==> src/rtl/serial_add_sub.sv <==
// serial_add_sub
//   Bit-serial adder/subtractor: one full-adder cell processes one operand bit
//   per clock, LSB first. Subtraction is A + ~B + 1, with the +1 injected as
//   the initial carry. The result is held until the next operation finishes.
// Ports
//   clk    rising-edge clock
//   rst_n  synchronous active-low reset
//   start  begin an operation (honoured in IDLE or DONE only)
//   sub    0 = A+B, 1 = A-B (captured with start)
//   a, b   operands (captured with start)
//   busy   high while the serial pass is running
//   done   one-cycle pulse when sum/cout/ovf have just been updated
//   sum    result modulo 2^WIDTH
//   cout   carry out of the MSB (for subtraction, 1 = no borrow)
//   ovf    signed overflow (carry into MSB ^ carry out of MSB)
module serial_add_sub #(
  parameter int WIDTH = 8
) (
  input  logic             clk,
  input  logic             rst_n,
  input  logic             start,
  input  logic             sub,
  input  logic [WIDTH-1:0] a,
  input  logic [WIDTH-1:0] b,
  output logic             busy,
  output logic             done,
  output logic [WIDTH-1:0] sum,
  output logic             cout,
  output logic             ovf
);

  localparam int CW = $clog2(WIDTH + 1);

  localparam logic [1:0] ST_IDLE = 2'd0;
  localparam logic [1:0] ST_RUN  = 2'd1;
  localparam logic [1:0] ST_DONE = 2'd2;

  logic [1:0]       state_r;
  logic [1:0]       state_nx_s;
  logic [WIDTH-1:0] a_sh_r;
  logic [WIDTH-1:0] b_sh_r;
  logic [WIDTH-1:0] ps_r;
  logic             carry_r;
  logic [CW-1:0]    cnt_r;

  logic             s_s;
  logic             c_s;
  logic [WIDTH-1:0] ps_s;
  logic             last_s;
  logic             load_s;

  function automatic logic maj(input logic x, input logic y, input logic z);
    maj = (x & y) | (x & z) | (y & z);
  endfunction

  // Full-adder cell on the current LSBs plus next-state decode.
  always_comb begin
    s_s        = a_sh_r[0] ^ b_sh_r[0] ^ carry_r;
    c_s        = maj(a_sh_r[0], b_sh_r[0], carry_r);
    ps_s       = {s_s, ps_r[WIDTH-1:1]};
    last_s     = (cnt_r == CW'(WIDTH - 1));
    load_s     = 1'b0;
    state_nx_s = ST_IDLE;
    case (state_r)
      ST_IDLE: begin
        if (start) begin
          state_nx_s = ST_RUN;
          load_s     = 1'b1;
        end else begin
          state_nx_s = ST_IDLE;
        end
      end
      ST_RUN: begin
        if (last_s) begin
          state_nx_s = ST_DONE;
        end else begin
          state_nx_s = ST_RUN;
        end
      end
      ST_DONE: begin
        if (start) begin
          state_nx_s = ST_RUN;
          load_s     = 1'b1;
        end else begin
          state_nx_s = ST_IDLE;
        end
      end
      default: begin
        state_nx_s = ST_IDLE;
      end
    endcase
  end

  // State, datapath shift registers and registered result/status outputs.
  always_ff @(posedge clk) begin
    if (!rst_n) begin
      state_r <= ST_IDLE;
      busy    <= 1'b0;
      done    <= 1'b0;
      a_sh_r  <= '0;
      b_sh_r  <= '0;
      ps_r    <= '0;
      carry_r <= 1'b0;
      cnt_r   <= '0;
      sum     <= '0;
      cout    <= 1'b0;
      ovf     <= 1'b0;
    end else begin
      state_r <= state_nx_s;
      busy    <= (state_nx_s == ST_RUN);
      done    <= (state_nx_s == ST_DONE);
      if (load_s) begin
        a_sh_r  <= a;
        b_sh_r  <= sub ? ~b : b;
        carry_r <= sub;
        cnt_r   <= '0;
        ps_r    <= '0;
      end else if (state_r == ST_RUN) begin
        a_sh_r  <= {1'b0, a_sh_r[WIDTH-1:1]};
        b_sh_r  <= {1'b0, b_sh_r[WIDTH-1:1]};
        ps_r    <= ps_s;
        carry_r <= c_s;
        cnt_r   <= cnt_r + CW'(1);
        if (last_s) begin
          // carry_r here is the carry into the MSB, c_s the carry out of it.
          sum  <= ps_s;
          cout <= c_s;
          ovf  <= carry_r ^ c_s;
        end else begin
          sum  <= sum;
          cout <= cout;
          ovf  <= ovf;
        end
      end else begin
        a_sh_r  <= a_sh_r;
        b_sh_r  <= b_sh_r;
      end
    end
  end

endmodule

==> config.mk <==
export PLATFORM = sky130hd
export DESIGN_NAME = serial_add_sub
export DESIGN_NICKNAME = d
export VERILOG_FILES = /design/src/rtl/serial_add_sub.sv
export SDC_FILE = /design/constraint.sdc
export NUM_CORES = 1
export LEC_CHECK = 0
export CORE_MARGIN = 5
export CORE_UTILIZATION = 44
export CTS_CLUSTER_SIZE = 24
export DETAILED_ROUTE_END_ITERATION = 8
export PLACE_DENSITY = 0.69
export SKIP_LAST_GASP = 1
export SLEW_MARGIN = 20
export SYNTH_ARGS = -nofsm -noshare
export SYNTH_HDL_FRONTEND = slang
export SYNTH_SLANG_ARGS = --single-unit
export TNS_END_PERCENT = 100
==> constraint.sdc <==
create_clock -name clk -period 3.83 [get_ports clk]
set_input_delay 1.149 -clock clk [delete_from_list [all_inputs] [get_ports clk]]
set_output_delay 1.149 -clock clk [all_outputs]
set_load 0.1 [all_outputs]
==> results.json, run 1 <==
{
  "outcome": "finished clean",
  "grt_first_pass_wirelength_um": 5499,
  "clock_skew_ps": 7.451,
  "overflow": 0,
  "grt_max_degree": 43,
  "worstMarginPinSlew_ps": 1087,
  "synthesis.nets": 221,
  "ctsResizeCount": 0,
  "ys_types": 27,
  "hold_path_class": "reg -> reg",
  "start_kind": "primary input",
  "required_ps": 4050,
  "reg2regPathDepth": 3,
  "fillers": 387,
  "vias": 1394,
  "cts_tree": "yes",
  "r2r_slack_ps": 1940,
  "rsz0062_at_grt": "false",
  "wl_per_cell_um": 11.92,
  "initial_core_util_pct": 44.96,
  "busiest_layer": "met2",
  "ant_nets": 0,
  "setup_viol": 0,
  "fin_crit_sh_pct": 64.64,
  "p_per_area_nw_per_um2": 406.7,
  "syn_area_um2": 1785,
  "arrival_ps": 2700,
  "yosys_warnings": 0,
  "cp_max_fo": 19,
  "cts-hold-fix-buffers": 0,
  "place_hpwl_um": 2097,
  "io_pins": 32,
  "synth-edff-count": 0,
  "avgSynthCellArea_um2": 8.972,
  "drive_gt1_share_pct": 10.76,
  "synth_cells": 199,
  "clkTransAtPathRegs_ps": 70,
  "avgViaCountPerCell": 5.106,
  "use_met2_pct": 19.98,
  "clockBufferDepth": 2,
  "use_met1_pct": 16.51,
  "clock.fmax_mhz": 403.9,
  "area_growth_pct": 19.62,
  "slew_headroom_pct": 27.56,
  "synth-async-reset-ratio_pct": 0,
  "drc": 0,
  "die_area_um2": 5432,
  "cts_sinks": 42,
  "worstSkewPairLatency_ps": 300,
  "final.setup.tns_ps": 0,
  "coreArea_um2": 3971,
  "finalCriticalPeriod_ps": 2476,
  "hold_viol_final": 0,
  "drt-initial-drc-count": 40,
  "cts_setup_buffers": 0,
  "yosysSeqAreaShare_pct": 47.09,
  "routed_wl_um": 3254,
  "row_count": 23,
  "clockRootBuffer": "clkbuf_8",
  "dr.pass1.iters": 4,
  "end_kind": "flop",
  "peakVddDrop_uv": 200.4,
  "grt_pass1_vias": 1200,
  "globalplace.congestion": 0.7185,
  "p_leak_nw": 0.7670,
  "ys.flop_type": "dfxtp_1",
  "layout.nets": 244,
  "finalPower_mw": 0.8687,
  "htree_levels": 2,
  "slew_viol_final": 0,
  "n_antenna_cell": 0,
  "die_y_um": 73.70,
  "hold_depth": 2,
  "synth-seq-cells": 42,
  "port_buffers": 31,
  "numCtsBuffers": 5,
  "track_usage_pct": 13.21,
  "crit_type": "in -> reg",
  "grtUsageMet3_pct": 4.241,
  "die_w_um": 73.70,
  "grt_antenna_before_repair": 0,
  "drv_cap": 0
}
==> final cells by class <==
| type | count | area, um^2 | area share (%) |
|---|---|---|---|
| Clock buffer | 7 | 86.33 | 4.042 |
| Multi-Input combinational cell | 139 | 838.3 | 39.25 |
| Tap cell | 50 | 62.56 | 2.929 |
| Sequential cell | 42 | 840.8 | 39.37 |
| Timing Repair Buffer | 34 | 302.8 | 14.18 |
| Clock inverter | 1 | 5.005 | 0.2343 |
==> critical path, stage by stage <==
cell and delay (ps):
clkdlybuf4s50_1 420, nand2b_1 510, nand2_1 410, a21oi_2 210
==> Yosys cell counts, types with 2 or more instances <==
| master | number | area share [%] |
|---|---|---|
| o21ai_0 | 2 | 0.56 |
| xor2_1 | 10 | 4.9 |
| o221ai_1 | 6 | 2.9 |
| a21boi_0 | 9 | 3.8 |
| dfxtp_1 | 42 | 47 |
| nor3_1 | 6 | 1.7 |
| nand2_1 | 43 | 9.0 |
| a21oi_1 | 10 | 2.8 |
| nor2_1 | 8 | 1.7 |
| nand2b_1 | 2 | 0.70 |
| nand3b_1 | 2 | 0.84 |
| buf_6 | 2 | 1.3 |
| nand3_1 | 10 | 2.8 |
| nor2b_1 | 4 | 1.4 |
| mux2i_1 | 10 | 5.6 |
| buf_4 | 4 | 1.7 |
| a22oi_1 | 8 | 3.4 |
| and2_1 | 2 | 0.70 |
| clkbuf_1 | 5 | 1.1 |
| buf_2 | 7 | 2.0 |
==> where the power goes <==
part	internal (mW)	switching, mW	total [mW]
Combinational	0.0481	0.0620	0.110
Sequential	0.456	0.0110	0.467
Clock	0.145	0.147	0.292
Total	0.649	0.220	0.869
==> sequential cells by signal, summed over array words and instances, names as in the netlist, 2 cells and up <==
name     flops
cnt_r        4
ps_r         7
sum          8
state_r      2
a_sh_r       8
b_sh_r       8
==> path summary, 6_finish.rpt <==
kind              startpoint       end
hold reg to reg       sum[0]    sum[0]
setup / recovery       start  cnt_r[3]
hold / removal        sum[0]    sum[0]
setup reg to reg  state_r[0]    sum[6]
==> layout by cell type (no fill, tap or decap) <==
cell type        count
or3_1                1
o221ai_1             6
mux2i_1             10
nand2_1             43
xnor2_1              1
a21oi_2              1
nor3_1               6
ha_1                 1
clkbuf_8             6
a22oi_1              8
and2_1               2
nor2_1               8
nor2_4               1
a21oi_1             10
clkinv_2             1
nand3b_1             2
nor2b_1              4
a21boi_0             9
dfxtp_1             42
nand2b_1             2
buf_4               15
nand3_1             10
a31oi_1              1
clkbuf_1             1
o21ai_0              2
xor2_1              10
clkdlybuf4s50_1     19
fa_1                 1
==> cell families after synthesis <==
logic type               count (synthesis)  synth area share (%)
AO/OA/AOI/OAI                           37                 14.30
XOR/XNOR                                11                 5.396
adder cells (fa/ha/maj)                  2                 1.822
buffers and inverters                   18                 5.956
flip-flops                              42                 47.09
multiplexers                            10                 5.606
AND/OR/NAND/NOR                         79                 19.83
==> stage by stage <==
step | hold WS [ps] | util, % | instances | worst slack, ps | instance area, um^2
4_1_cts | 458.1 | 53.78 | 273 | 1356 | 2136
3_5_place_dp | 446.7 | 51.48 | 265 | 1048 | 2044
5_1_grt | 476.1 | 53.78 | 273 | 1170 | 2136
2_1_floorplan | 432.5 | - | 199 | 1757 | 1785
6_report | 457.0 | 53.78 | 273 | 1354 | 2136
3_3_place_gp | 442.1 | 51.48 | 265 | 1064 | 2044
==> layer usage <==
metal	share of wire (%)	vias to the layer above
met2	44	34
met3	6.8	6
met5	0	-
li1	-	715
met1	47	639
met4	2.2	0
Note: power is estimated with default switching activity, not from simulation.
==> run 2: changes to the inputs <==
==> constraint.sdc (replaced) <==
create_clock -name clk -period 2.5 [get_ports clk]
set_input_delay 0.75 -clock clk [delete_from_list [all_inputs] [get_ports clk]]
set_output_delay 0.75 -clock clk [all_outputs]
set_load 0.1 [all_outputs]
==> run 2 against run 1 <==
Effect of this change:
- wire length increased by 3.5%
- total power up 66%
- clock skew is 3.7 ps higher
- sequential power rose by 53%
- critical path depth is the same
- setup slack lost 620 ps
- register-to-register slack got worse by 990 ps
- clock power rose by 87%
- cell area increased by 2.6%
- global-route usage up 0.62 points
- highest routed layer unchanged
==> results.json, run 2 (synthesis results as in run 1) <==
{
  "n_antenna_cell": 0,
  "clock.fmax_mhz": 565.4,
  "worstMarginPinSlew_ps": 612.3,
  "intPower_mw": 1.098,
  "dr.pass1.iters": 4,
  "die_y_um": 73.70,
  "drive_gt1_share_pct": 12.00,
  "globalplace.congestion": 0.7373,
  "vias": 1372,
  "layout_common_cells": "nand2_1, dfxtp_1, clkdlybuf4s50_1, buf_4",
  "numCtsBuffers": 5,
  "ctsResizeCount": 0,
  "drt-initial-drc-count": 52,
  "wl_per_cell_um": 12.25,
  "ant_nets": 0,
  "initial_core_util_pct": 44.96,
  "top_regs": "a_sh_r (8), b_sh_r (8), sum (8)",
  "die_w_um": 73.70,
  "grt_max_degree": 43,
  "clkTransAtPathRegs_ps": 80,
  "p_seq_share_pct": 49.8,
  "finalNonFillerCells": 275,
  "area_growth_pct": 22.77,
  "multi_input_area_um2": 838.3,
  "outcome": "finished clean",
  "grt_antenna_before_repair": 0,
  "avgViaCountPerCell": 4.989,
  "cts_setup_buffers": 0,
  "finalCriticalPeriod_ps": 1769,
  "port_buffers": 31,
  "slew_headroom_pct": 59.18,
  "drv_cap": 0,
  "crit_type": "in -> reg",
  "utilization_pct": 55.20,
  "grt_first_pass_wirelength_um": 5733,
  "track_usage_pct": 13.83,
  "overflow": 0,
  "r2r_slack_ps": 950,
  "p_per_area_nw_per_um2": 656.0,
  "cp_max_fo": 9,
  "grt_pass1_vias": 1284,
  "coreArea_um2": 3971,
  "hold_depth": 2,
  "clockRootBuffer": "clkbuf_8",
  "swShare_pct": 23.63,
  "row_count": 23,
  "die_area_um2": 5432,
  "pwr-share-comb_pct": 12.2,
  "arrival_ps": 1940,
  "end_kind": "flop",
  "hold_path.startpoint": "a_sh_r[7]",
  "rsz0062_at_grt": "false",
  "io_pins": 32,
  "worst_slack_ps": 731.2,
  "place_ws_ps": 426.6,
  "required_ps": 2670,
  "clockBufferDepth": 2,
  "p_leak_nw": 0.7949,
  "layout.nets": 247,
  "htree_levels": 2,
  "worstSkewPairLatency_ps": 300,
  "holdPathEnd": "a_sh_r[7]",
  "fin_crit_sh_pct": 70.75,
  "drc": 0,
  "fillers": 376,
  "routed_wl_um": 3369,
  "clock_power_share_pct": 38.0,
  "dp.cells": 268,
  "hold_path_class": "reg -> reg",
  "worst_hold_slack_ps": 455.4,
  "final.setup.tns_ps": 0,
  "start_kind": "primary input",
  "worstReg2RegEnd": "sum[2]",
  "p_sw_mw": 0.3398,
  "final-seq-area_um2": 840.8,
  "clock_skew_ps": 11.13,
  "slew_viol_final": 0,
  "reg2regPathDepth": 3,
  "place_hpwl_um": 2264,
  "cts_sinks": 42,
  "cts-hold-fix-buffers": 0,
  "reg2reg_from": "state_r[0]",
  "peakVddDrop_uv": 378.5,
  "setup_viol": 0,
  "hold_viol_final": 0,
  "cts_tree": "yes",
  "layout_commonest_cell": "nand2_1"
}
## run 2: cell count changes in the layout (fill, tap and decap cells not counted), sizes merged
cell	change
buf	+3
clkinv	-1
bufinv	+1
clkbuf	-1
## run 2: stage by stage
step                instance area [um^2]  total power, mW
global placement                    2079           0.9067
detailed placement                  2079           0.9084
floorplan                           1785           0.8529
global route                        2192            1.503
CTS                                 2192            1.452
finish                              2192            1.438
## run 2: how the worst max path moves through the flow
stage,startpoint,endpoint
2_1_floorplan,cout,cout
3_3_place_gp,sub,b_sh_r[1]
3_5_place_dp,sub,b_sh_r[5]
4_1_cts,sub,b_sh_r[4]
5_1_grt,sub,b_sh_r[1]
6_report,sub,b_sh_r[5]
## run 2: per-layer routing
metal	track usage, %	up-vias	part of all wire, %
met5	0	-	0
met4	4.829	0	1.3
met3	5.609	5	7.4
met2	22.24	32	46
met1	16.58	614	45
li1	-	721	-
## run 2: power by group through the flow
stage	sequential, mW	clock [mW]	combinational, mW
after floorplan	0.737	0	0.116
after global placement	0.730	0	0.176
after detailed placement	0.731	0	0.177
after CTS	0.716	0.559	0.178
after global routing	0.719	0.586	0.197
final	0.716	0.546	0.176
## run 2: final cells by class
type | count | area share (%)
Multi-Input combinational cell | 139 | 38.24
Clock inverter | 1 | 1.370
Timing Repair Buffer | 37 | 15.41
Sequential cell | 42 | 38.36
Tap cell | 50 | 2.854
Clock buffer | 6 | 3.767
## run 2: worst max-delay path, cell delays in order
cell             delay, ps
clkdlybuf4s50_1        650
xor2_1                 260
a22oi_1                170
a21boi_0               100
